[src/rtl/countdown_timer_pkg.sv]
// Shared definitions for the two-digit BCD countdown timer: state encoding,
// 7-segment glyphs and BCD helper functions.
package countdown_timer_pkg;

  localparam int DIGIT_W = 4;

  typedef enum logic [1:0] {
    ST_IDLE  = 2'd0,
    ST_RUN   = 2'd1,
    ST_PAUSE = 2'd2,
    ST_DONE  = 2'd3
  } state_e;

  // Active-high segment codes, bit order {g,f,e,d,c,b,a}
  localparam logic [6:0] SEG_0     = 7'h3F;
  localparam logic [6:0] SEG_1     = 7'h06;
  localparam logic [6:0] SEG_2     = 7'h5B;
  localparam logic [6:0] SEG_3     = 7'h4F;
  localparam logic [6:0] SEG_4     = 7'h66;
  localparam logic [6:0] SEG_5     = 7'h6D;
  localparam logic [6:0] SEG_6     = 7'h7D;
  localparam logic [6:0] SEG_7     = 7'h07;
  localparam logic [6:0] SEG_8     = 7'h7F;
  localparam logic [6:0] SEG_9     = 7'h6F;
  localparam logic [6:0] SEG_BLANK = 7'h00;

  // Saturate each digit of a two-digit BCD value at 9
  function automatic logic [7:0] bcdClamp(input logic [7:0] value);
    logic [DIGIT_W-1:0] tens;
    logic [DIGIT_W-1:0] ones;
    tens = (value[7:4] > 4'd9) ? 4'd9 : value[7:4];
    ones = (value[3:0] > 4'd9) ? 4'd9 : value[3:0];
    return {tens, ones};
  endfunction

  // Subtract one from a two-digit BCD value; 00 stays 00
  function automatic logic [7:0] bcdDecrement(input logic [7:0] value);
    logic [7:0] result;
    if (value == 8'h00) begin
      result = 8'h00;
    end else if (value[3:0] == 4'd0) begin
      result = {value[7:4] - 4'd1, 4'd9};
    end else begin
      result = {value[7:4], value[3:0] - 4'd1};
    end
    return result;
  endfunction

endpackage

[src/rtl/countdown_timer_seg7.sv]
// Combinational BCD digit to active-high 7-segment decoder; non-BCD inputs blank.
module bcd_seg7_decoder
  import countdown_timer_pkg::*;
(
  input  logic [DIGIT_W-1:0] digit_i,
  output logic [6:0]         seg_o
);

  // Look up the glyph for the digit, blanking anything above 9
  always_comb begin
    seg_o = SEG_BLANK;
    case (digit_i)
      4'd0: seg_o = SEG_0;
      4'd1: seg_o = SEG_1;
      4'd2: seg_o = SEG_2;
      4'd3: seg_o = SEG_3;
      4'd4: seg_o = SEG_4;
      4'd5: seg_o = SEG_5;
      4'd6: seg_o = SEG_6;
      4'd7: seg_o = SEG_7;
      4'd8: seg_o = SEG_8;
      4'd9: seg_o = SEG_9;
      default: seg_o = SEG_BLANK;
    endcase
  end

endmodule

[src/rtl/countdown_timer.sv]
// Loadable two-digit BCD countdown timer with built-in prescaler and a
// multiplexed two-digit 7-segment display driver.
module countdown_timer
  import countdown_timer_pkg::*;
#(
  parameter int TICK_DIV       = 50,
  parameter int SCAN_DIV       = 4,
  parameter bit SEG_ACTIVE_LOW = 1'b0
) (
  input  logic       I_CLK,
  input  logic       Rst,
  input  logic       iLoad,
  input  logic [7:0] iValue,
  input  logic       iStart,
  input  logic       iPause,
  output logic [7:0] oQ,
  output logic       oBusy,
  output logic       oDone,
  output logic [6:0] oDisplay,
  output logic [1:0] oDigitSel
);

  localparam int PW = (TICK_DIV > 1) ? $clog2(TICK_DIV) : 1;
  localparam int SW = (SCAN_DIV > 1) ? $clog2(SCAN_DIV) : 1;
  localparam logic [PW-1:0] PRESC_LAST = PW'(TICK_DIV - 1);
  localparam logic [SW-1:0] SCAN_LAST  = SW'(SCAN_DIV - 1);
  localparam logic [6:0]    SEG_RESET  = SEG_ACTIVE_LOW ? ~SEG_0 : SEG_0;

  state_e        state_q;
  logic [7:0]    count_q;
  logic [7:0]    countDec;
  logic [PW-1:0] presc_q;
  logic          busy_q;
  logic          done_q;

  logic [SW-1:0]      scanCnt_q;
  logic [SW-1:0]      scanCnt_d;
  logic [1:0]         digitSel_q;
  logic [1:0]         digitSel_d;
  logic [6:0]         display_q;
  logic [DIGIT_W-1:0] scanDigit;
  logic [6:0]         segRaw;
  logic [6:0]         segPol;

  assign countDec = bcdDecrement(count_q);

  // Control FSM: loading, start/pause/resume, prescaled decrement and completion pulse
  always_ff @(posedge I_CLK) begin
    if (Rst) begin
      state_q <= ST_IDLE;
      count_q <= 8'h00;
      presc_q <= '0;
      busy_q  <= 1'b0;
      done_q  <= 1'b0;
    end else begin
      done_q <= 1'b0;
      case (state_q)
        ST_IDLE: begin
          if (iLoad) begin
            count_q <= bcdClamp(iValue);
          end else if (iStart) begin
            if (count_q != 8'h00) begin
              state_q <= ST_RUN;
              presc_q <= '0;
              busy_q  <= 1'b1;
            end else begin
              state_q <= ST_DONE;
              done_q  <= 1'b1;
            end
          end
        end
        ST_RUN: begin
          if (iPause) begin
            state_q <= ST_PAUSE;
          end else if (presc_q == PRESC_LAST) begin
            presc_q <= '0;
            count_q <= countDec;
            if (countDec == 8'h00) begin
              state_q <= ST_DONE;
              done_q  <= 1'b1;
              busy_q  <= 1'b0;
            end
          end else begin
            presc_q <= presc_q + PW'(1);
          end
        end
        ST_PAUSE: begin
          if (iLoad) begin
            count_q <= bcdClamp(iValue);
            state_q <= ST_IDLE;
            busy_q  <= 1'b0;
          end else if (iStart) begin
            state_q <= ST_RUN;
          end
        end
        ST_DONE: begin
          if (iLoad) begin
            count_q <= bcdClamp(iValue);
            state_q <= ST_IDLE;
          end
        end
        default: begin
          state_q <= ST_IDLE;
          busy_q  <= 1'b0;
        end
      endcase
    end
  end

  // Next scan position: the digit select flips each time the scan counter wraps
  always_comb begin
    scanCnt_d  = scanCnt_q + SW'(1);
    digitSel_d = digitSel_q;
    if (scanCnt_q == SCAN_LAST) begin
      scanCnt_d  = '0;
      digitSel_d = {digitSel_q[0], digitSel_q[1]};
    end
  end

  assign scanDigit = digitSel_d[0] ? count_q[3:0] : count_q[7:4];

  bcd_seg7_decoder uDecoder (
    .digit_i (scanDigit),
    .seg_o   (segRaw)
  );

  assign segPol = SEG_ACTIVE_LOW ? ~segRaw : segRaw;

  // Display scan registers: digit select and its glyph change together on the same edge
  always_ff @(posedge I_CLK) begin
    if (Rst) begin
      scanCnt_q  <= '0;
      digitSel_q <= 2'b01;
      display_q  <= SEG_RESET;
    end else begin
      scanCnt_q  <= scanCnt_d;
      digitSel_q <= digitSel_d;
      display_q  <= segPol;
    end
  end

  assign oQ        = count_q;
  assign oBusy     = busy_q;
  assign oDone     = done_q;
  assign oDisplay  = display_q;
  assign oDigitSel = digitSel_q;

endmodule

[config.mk]
export PLATFORM = sky130hd
export DESIGN_NAME = countdown_timer
export DESIGN_NICKNAME = d
export VERILOG_FILES = /design/src/rtl/countdown_timer_pkg.sv /design/src/rtl/countdown_timer_seg7.sv /design/src/rtl/countdown_timer.sv
export SDC_FILE = /design/constraint.sdc
export NUM_CORES = 1
export LEC_CHECK = 0
export BUFFER_PORTS_ARGS = -buffer_cell sky130_fd_sc_hd__buf_2
export CELL_PAD_IN_SITES_DETAIL_PLACEMENT = 0
export CELL_PAD_IN_SITES_GLOBAL_PLACEMENT = 1
export CORE_MARGIN = 2
export CORE_UTILIZATION = 30
export CTS_CLUSTER_DIAMETER = 150
export DETAILED_ROUTE_END_ITERATION = 16
export PLACE_DENSITY = 0.64
export SYNTH_ARGS = -nofsm -noshare
export SYNTH_HDL_FRONTEND = slang
export SYNTH_SLANG_ARGS = --single-unit
[constraint.sdc]
create_clock -name I_CLK -period 2.8 [get_ports I_CLK]
set_input_delay 0.42 -clock I_CLK [delete_from_list [all_inputs] [get_ports I_CLK]]
set_output_delay 0.42 -clock I_CLK [all_outputs]
set_load 0.02 [all_outputs]
-- Word-level counts from Yosys, hierarchy flattened
Memories as Yosys holds them, arrays and structs flattened. A register that Yosys moved wholly into a read port is not among the register bits.
Index checks and enable logic that the tools add are counted.
- bits in registers: 22
- memory bits (read-only): 112
- logic and storage cells: 86
- memories: 1
- memories (memory ; words ; bits a word ; read ports ; clocked after memory_dff ; write ports ; RTL line ; text):
    (no name shown) ; 16 ; 7 ; 1 ; 1 ; 0 ; countdown_timer_seg7.sv:12 ; case (digit_i)
- add/subtract/negate cells: 4
- order comparisons: 2
- equality and inequality tests: 17
- mux-type cells: 41
- reductions and logical operators: 13
- operators by type and width (kind ; count):
    8-bit 2-to-1 mux ; 5
    6-bit 2-to-1 mux ; 5
    2-bit 2-to-1 mux ; 9
    8-bit zero test ; 2
    2-bit != test, second input constant ; 8
    8-bit one-hot mux with 2 select lines ; 1
    1-bit 2-to-1 mux ; 14
    4-bit 2-to-1 mux ; 3
    6-bit one-hot mux with 2 select lines ; 1
    3-bit != test, second input constant ; 3
    4-bit greater-than comparator, second input constant ; 2
    2-bit one-hot mux with 4 select lines ; 1
    8-bit AND reduction ; 1
    8-bit nonzero test ; 1
    4-bit by 1-bit subtractor with 4-bit output, second input constant ; 2
    6-bit by 1-bit adder with 6-bit output, second input constant ; 1
    2-bit == test, second input constant ; 3
    6-bit == test, second input constant ; 1
    6-bit AND reduction ; 1
    5-bit AND reduction ; 1
    4-bit zero test ; 1
    1-bit one-hot mux with 3 select lines ; 1
    3-bit AND reduction ; 1
    3-bit nonzero test ; 1
    other kinds (8) ; 8

-- Longest topological paths before layout
Gate-level depths: netlist (run 1).
- word-level depth: 8
- depth in mapped cells: 9
- mapped depth without buffers: 9

-- By module
A second synthesis (run 1) with hierarchy kept.
- cells, all modules: 214
- area total of the unflattened synthesis: 1891.8 um^2
- by module, submodules not included (module ; times used ; cells each ; area an instance (um^2) ; seq. area each (um^2)):
    countdown_timer ; 1 ; 186 ; 1672.9 ; 580.6
    bcd_seg7_decoder ; 1 ; 28 ; 219.0 ; 0.0

-- Worst setup path after synthesis (run 1)
OpenSTA, ideal clock, no wires.
- path kind: flip-flop to flip-flop
- start: register count_q[0] (netlist: oQ[0])
- end: register busy_q (netlist: oBusy)
- arrival: 2367 ps
- data required time: 2679 ps
- setup slack: 312 ps
- stages on the path, launching flop included: 9
- buffers on the path: 0
- clock period less this slack: 2488 ps
- path through: dfxtp_1 > inv_1 > ha_1 > or3b_4 > or4_4 > o21a_4 > o41ai_4 > o211ai_2 > mux2_4
- word-level cells in the longest chain between the ends: 6
- elaborated cells between the ends (all ways): 10
- those cells by class: add/sub: 1; eq/ne: 2; mux: 2; reduce/logical: 5
- RTL lines (what ; RTL line ; text):
    start: declaration ; countdown_timer.sv:30 ; logic [7:0] count_q;
    start signal: assignment ; countdown_timer.sv:60 ; count_q <= bcdClamp(iValue);
    start signal: assignment ; countdown_timer.sv:77 ; count_q <= countDec;
    start signal: assignment ; countdown_timer.sv:89 ; count_q <= bcdClamp(iValue);
    4-bit by 1-bit subtractor with 4-bit output / 4-bit zero test (equally long branches) ; countdown_timer_pkg.sv:44, countdown_timer_pkg.sv:41 ;
    8-bit 2-to-1 mux ; countdown_timer_pkg.sv:41 ; end else if (value[3:0] == 4'd0) begin
    8-bit 2-to-1 mux ; countdown_timer_pkg.sv:39 ; if (value == 8'h00) begin
    8-bit zero test ; countdown_timer.sv:78 ; if (countDec == 8'h00) begin
    2-bit != test (no source line) ; -- ;
    8-bit AND reduction (no source line) * ; -- ;
    end signal: assignment ; countdown_timer.sv:81 ; busy_q <= 1'b0;
    end signal: assignment ; countdown_timer.sv:91 ; busy_q <= 1'b0;
    end signal: assignment ; countdown_timer.sv:104 ; busy_q <= 1'b0;
    end: declaration ; countdown_timer.sv:33 ; logic busy_q;
Mark *: on every way between the ends. The rest lies on a longest branch, timed or not.
A chain may end at the register's enable or synchronous reset.

-- Worst setup path in the final report (run 1)
Ends and elaborated chain as after synthesis.

==> results of run 1 <==
[cell usage in the layout (no fill, tap or decap), types with 2 or more instances in the layout]
cell / count
a211oi_1: 6
a21oi_1: 7
a22oi_1: 3
a31oi_1: 5
a41oi_1: 2
and3_1: 3
buf_2: 31
buf_4: 8
clkbuf_8: 5
clkinv_2: 2
dfxtp_1: 29
ha_1: 16
inv_1: 12
mux2_2: 2
mux2i_1: 9
nand2_1: 21
nand2b_1: 3
nand3_1: 2
nand3b_1: 2
nor2_1: 27
nor2b_1: 5
nor3_1: 5
nor3b_1: 3
nor4_1: 2
o21ai_0: 11
o21ai_1: 2
o311ai_0: 2
o31ai_1: 2
or3_1: 2
[per-stage QoR]
step                total power [mW]  worst slack, ns  std cells  area, sq um
CTS                             1.94            0.239        329         2170
floorplan                       1.32            0.312        216         1820
finish                          1.91            0.230        329         2170
global placement                1.60            0.296        321         2090
global route                    2.08            0.102        329         2170
detailed placement              1.59            0.249        321         2090
[cells by family after synthesis]
kind of cell	Yosys count	synth area share
muxes	13	0.0762
AOI/OAI and AO/OA	55	0.220
buffers and inverters	21	0.0481
adders and majority gates	16	0.110
DFF	29	0.319
and+or+nand+nor	82	0.227
[critical path, cell delays in order (launching register included)]
cell and delay [ns]:
dfxtp_1 0.36, inv_1 0.13, ha_1 0.28, or3b_4 0.44, or4_4 0.45, o21a_4 0.15, o41ai_4 0.22, o211ai_2 0.13
mux2_4 0.31
[path summary, 6_finish.rpt]
| path | startpoint | to | slack, ns | depth (start not counted) |
|---|---|---|---|---|
| max | oQ[0] | oBusy | 0.23 | 8 |
| min | scanCnt_q[0] | scanCnt_q[0] | 0.43 | 1 |
| min reg2reg | scanCnt_q[0] | scanCnt_q[0] | 0.43 | 1 |
| max reg2reg | oQ[0] | oBusy | 0.23 | 8 |
[cell type report]
type,instances,area (sq um),area share
Multi-Input combinational cell,166,1150,0.531
Sequential cell,29,581,0.267
Timing Repair Buffer,39,215,0.0991
Tap cell,75,93.8,0.0432
Clock buffer,6,72.6,0.0334
Inverter,12,45.0,0.0207
Clock inverter,2,10.0,0.00461
[flip-flops by register name, indices dropped and copies added (netlist names)]
signal	cells
oDisplay	7
presc_q	6
state_q	2
oDone	1
oBusy	1
oDigitSel	2
oQ	8
scanCnt_q	2
[report_power, final]
part / total [mW] / internal [mW] / switching, mW
Sequential: 0.564 / 0.500 / 0.0634
Combinational: 1.01 / 0.416 / 0.599
Clock: 0.333 / 0.172 / 0.161
[layer usage]
layer / GRT usage / wire [um]
met4: 0.0783 / 119
met3: 0.0341 / 171
met2: 0.220 / 1940
met1: 0.171 / 2060
met5: 0 / 0
==> results.json, run 1 <==
{
  "grt.overflow.total": 0,
  "tritoncts": "yes",
  "ys_types": 53,
  "ys_seq_elements": 29,
  "power_leakage_nw": 0.925,
  "postCtsHoldBufs": 0,
  "drv_slew": 0,
  "synthCells": 216,
  "outcome": "finished clean",
  "synth-seq-area-share": 0.319,
  "max-slew-margin-rel": 0.622,
  "clock_sinks": 29,
  "dieArea_sq_um": 6710,
  "cts_setup_buffers": 0,
  "synth-edff-count": 0,
  "cp-start-kind": "register",
  "die_w_um": 81.9,
  "synthesis.nets": 245,
  "pin_count": 32,
  "clkTransAtPathRegs_ns": 0.06,
  "syn_area_per_cell_sq_um": 8.43,
  "io_buffers": 31,
  "ctsResizeCount": 0,
  "hp-class": "register to register",
  "clk_path_buf_depth": 2,
  "core.rowCount": 28,
  "drive_gt1_frac": 0.224,
  "area_growth_pct": 19.2,
  "crit_arrival_ns": 2.74,
  "rsz0062_at_grt": "no",
  "setup_violations": 0,
  "fin_crit_sh": 0.918,
  "grt_pass1_vias": 1585,
  "final_antenna_net_count": 0,
  "yosys.area.top_type": "dfxtp_1",
  "worst_pin_slew_ns": 0.561,
  "crit_required_ns": 2.97,
  "nFillCells": 628,
  "initial_core_util": 0.310,
  "utilization": 0.369,
  "grt.total_usage": 0.139,
  "numCtsBuffers": 5,
  "antenna_found_initial": 0,
  "core_area_sq_um": 5890,
  "synthArstFlopShare": 0,
  "hold_violations": 0,
  "yosysMostFrequentCell": "dfxtp_1",
  "synth_commonest_cells": "29 x dfxtp_1, 27 x nor2_1, 21 x nand2_1",
  "criticalPathCategory": "register to register",
  "drcViolationCount": 0,
  "wirelength_um": 4300,
  "dominantRegCellSynth": "dfxtp_1",
  "place.gp.congestion": 0.829,
  "p_per_area_nw_per_um2": 881,
  "grt_pass1_wl_um": 7090,
  "final_nets": 282,
  "ir_drop_mv": 0.226,
  "period_needed_ns": 2.57,
  "firstDrtPassIters": 4,
  "insertedDiodeCount": 0,
  "vias": 1630,
  "endpoint_kind": "register",
  "h-tree-depth": 2,
  "die_h_um": 81.9,
  "cap_viol_max_count": 0,
  "yosysWarnings": 0,
  "synth_top_area_share": 0.319,
  "insertion_delay_ns": 0.28,
  "grt_max_degree": 28,
  "tns_ns": 0,
  "cts-root-buf": "clkbuf_8",
  "netlist_top_cells_area": "dfxtp_1 32%, ha_1 11%, nor2_1 5.6%",
  "wl_per_cell_um": 13.1,
  "drt-initial-drc-count": 55,
  "fin_skew_ns": 0.00407,
  "max_freq_mhz": 389,
  "avgViaCountPerCell": 4.95,
  "place_hpwl_um": 3250,
  "netlist_area_sq_um": 1820,
  "crit_fanout": 8,
  "holdWs_ns": 0.430
}
Note: power is estimated with default switching activity, not from simulation.
==> run 2: changes to the inputs <==
--- a/config.mk
+++ b/config.mk
@@ -12,6 +12,7 @@
 export CORE_UTILIZATION = 30
 export CTS_CLUSTER_DIAMETER = 150
 export DETAILED_ROUTE_END_ITERATION = 16
+export MAX_ROUTING_LAYER = met4
 export PLACE_DENSITY = 0.64
 export SYNTH_ARGS = -nofsm -noshare
 export SYNTH_HDL_FRONTEND = slang
==> results.json, run 2 (synthesized netlist as in run 1, its figures left out) <==
{
  "outcome": "finished clean",
  "cap_viol_max_count": 0,
  "grt_pass1_wl_um": 7090,
  "cp-start-kind": "register",
  "clkTransAtPathRegs_ns": 0.07,
  "firstDrtPassIters": 4,
  "vias": 1624,
  "tns_ns": 0,
  "numCtsBuffers": 5,
  "clk_path_buf_depth": 2,
  "pin_count": 32,
  "core.rowCount": 28,
  "clock_sinks": 29,
  "dp_cells": 321,
  "fin_skew_ns": 0.00472,
  "crit_required_ns": 2.97,
  "utilization": 0.369,
  "hold_violations": 0,
  "netSwitchingPower_mw": 0.827,
  "max-slew-margin-rel": 0.622,
  "place.gp.congestion": 0.842,
  "tritoncts": "yes",
  "drv_slew": 0,
  "endpoint_kind": "register",
  "avgViaCountPerCell": 4.94,
  "layout.cells.most_common_list": "31 x buf_2, 29 x dfxtp_1, 27 x nor2_1, 21 x nand2_1, 16 x ha_1",
  "p_clk_frac": 0.174,
  "grt_pass1_vias": 1586,
  "worst_pin_slew_ns": 0.561,
  "grt_max_degree": 28,
  "dieArea_sq_um": 6710,
  "grt.total_usage": 0.143,
  "largest_reg_flops": 8,
  "initial_core_util": 0.310,
  "p_seq_frac": 0.294,
  "cts-root-buf": "clkbuf_8",
  "nFillCells": 628,
  "p_per_area_nw_per_um2": 882,
  "dp_slack_ns": 0.249,
  "wirelength_um": 4300,
  "combPwrFrac": 0.531,
  "die_h_um": 81.9,
  "drt-initial-drc-count": 56,
  "rsz0062_at_grt": "no",
  "place_hpwl_um": 3250,
  "final_common_cell": "buf_2",
  "p_int_mw": 1.09,
  "crit_arrival_ns": 2.74,
  "area_growth_pct": 19.2,
  "h-tree-depth": 2,
  "insertion_delay_ns": 0.28,
  "wl_per_cell_um": 13.1,
  "grt.overflow.total": 0,
  "final_antenna_net_count": 0,
  "drcViolationCount": 0,
  "period_needed_ns": 2.57,
  "drive_gt1_frac": 0.224,
  "core_area_sq_um": 5890,
  "postCtsHoldBufs": 0,
  "swShare": 0.432,
  "final_nets": 282,
  "power_leakage_nw": 0.925,
  "fin_ws_ns": 0.234,
  "crit_fanout": 8,
  "ir_drop_mv": 0.225,
  "max_freq_mhz": 390,
  "die_w_um": 81.9,
  "insertedDiodeCount": 0,
  "io_buffers": 31,
  "cts_setup_buffers": 0,
  "criticalPathCategory": "register to register",
  "ctsResizeCount": 0,
  "fin_crit_sh": 0.916,
  "antenna_found_initial": 0,
  "rrSetupSlack_ns": 0.23,
  "hp-class": "register to register",
  "setup_violations": 0,
  "fin_cells": 329
}
==> run 2: cell counts in the layout (fill, tap and decap cells not counted) <==
No cell type changed its count.
==> run 2: path summary, 6_finish.rpt <==
kind / from / endpoint / cells past startpoint
setup / recovery: oQ[0] / oBusy / 8
hold / removal: scanCnt_q[0] / scanCnt_q[0] / 1
setup reg to reg: oQ[0] / oBusy / 8
hold reg to reg: scanCnt_q[0] / scanCnt_q[0] / 1
==> run 2: layout make-up <==
| type | instances | area, sq um | share of cell area |
|---|---|---|---|
| sequential | 29 | 581 | 0.267 |
| multi-input combinational | 166 | 1150 | 0.531 |
| inverter | 12 | 45.0 | 0.0207 |
| clock buffer | 6 | 72.6 | 0.0334 |
| timing repair buffer | 39 | 215 | 0.0991 |
| clock inverter | 2 | 10.0 | 0.00461 |
| tap | 75 | 93.8 | 0.0432 |
==> run 2: worst max-delay path: stages, from the launching register on <==
cell	delay [ns]
dfxtp_1	0.36
inv_1	0.12
ha_1	0.28
or3b_4	0.44
or4_4	0.45
o21a_4	0.15
o41ai_4	0.22
o211ai_2	0.13
mux2_4	0.31
==> run 2: per-stage QoR <==
step | total power [mW] | instance area, sq um | hold WS (ns)
5_1_grt | 2.08 | 2170 | 0.435
3_5_place_dp | 1.59 | 2090 | 0.419
6_report | 1.91 | 2170 | 0.430
2_1_floorplan | 1.32 | 1820 | 0.404
3_3_place_gp | 1.60 | 2090 | 0.418
4_1_cts | 1.94 | 2170 | 0.429
==> run 2: power groups by stage <==
stage                     Combinational [mW]  Sequential (mW)  Clock, mW
after detailed placement                1.02            0.574          0
after global placement                  1.03            0.572          0
after global routing                    1.14            0.576      0.363
final                                   1.02            0.564      0.334
after CTS                               1.02            0.565      0.348
after floorplan                        0.672            0.651          0
==> run 2: metal layers <==
layer	vias to the layer above	wire, um	GRT usage
li1	850	-	-
met1	726	2060	0.171
met2	34	1940	0.220
met3	14	173	0.0341
met4	0	130	0.0783
met5	-	0	-
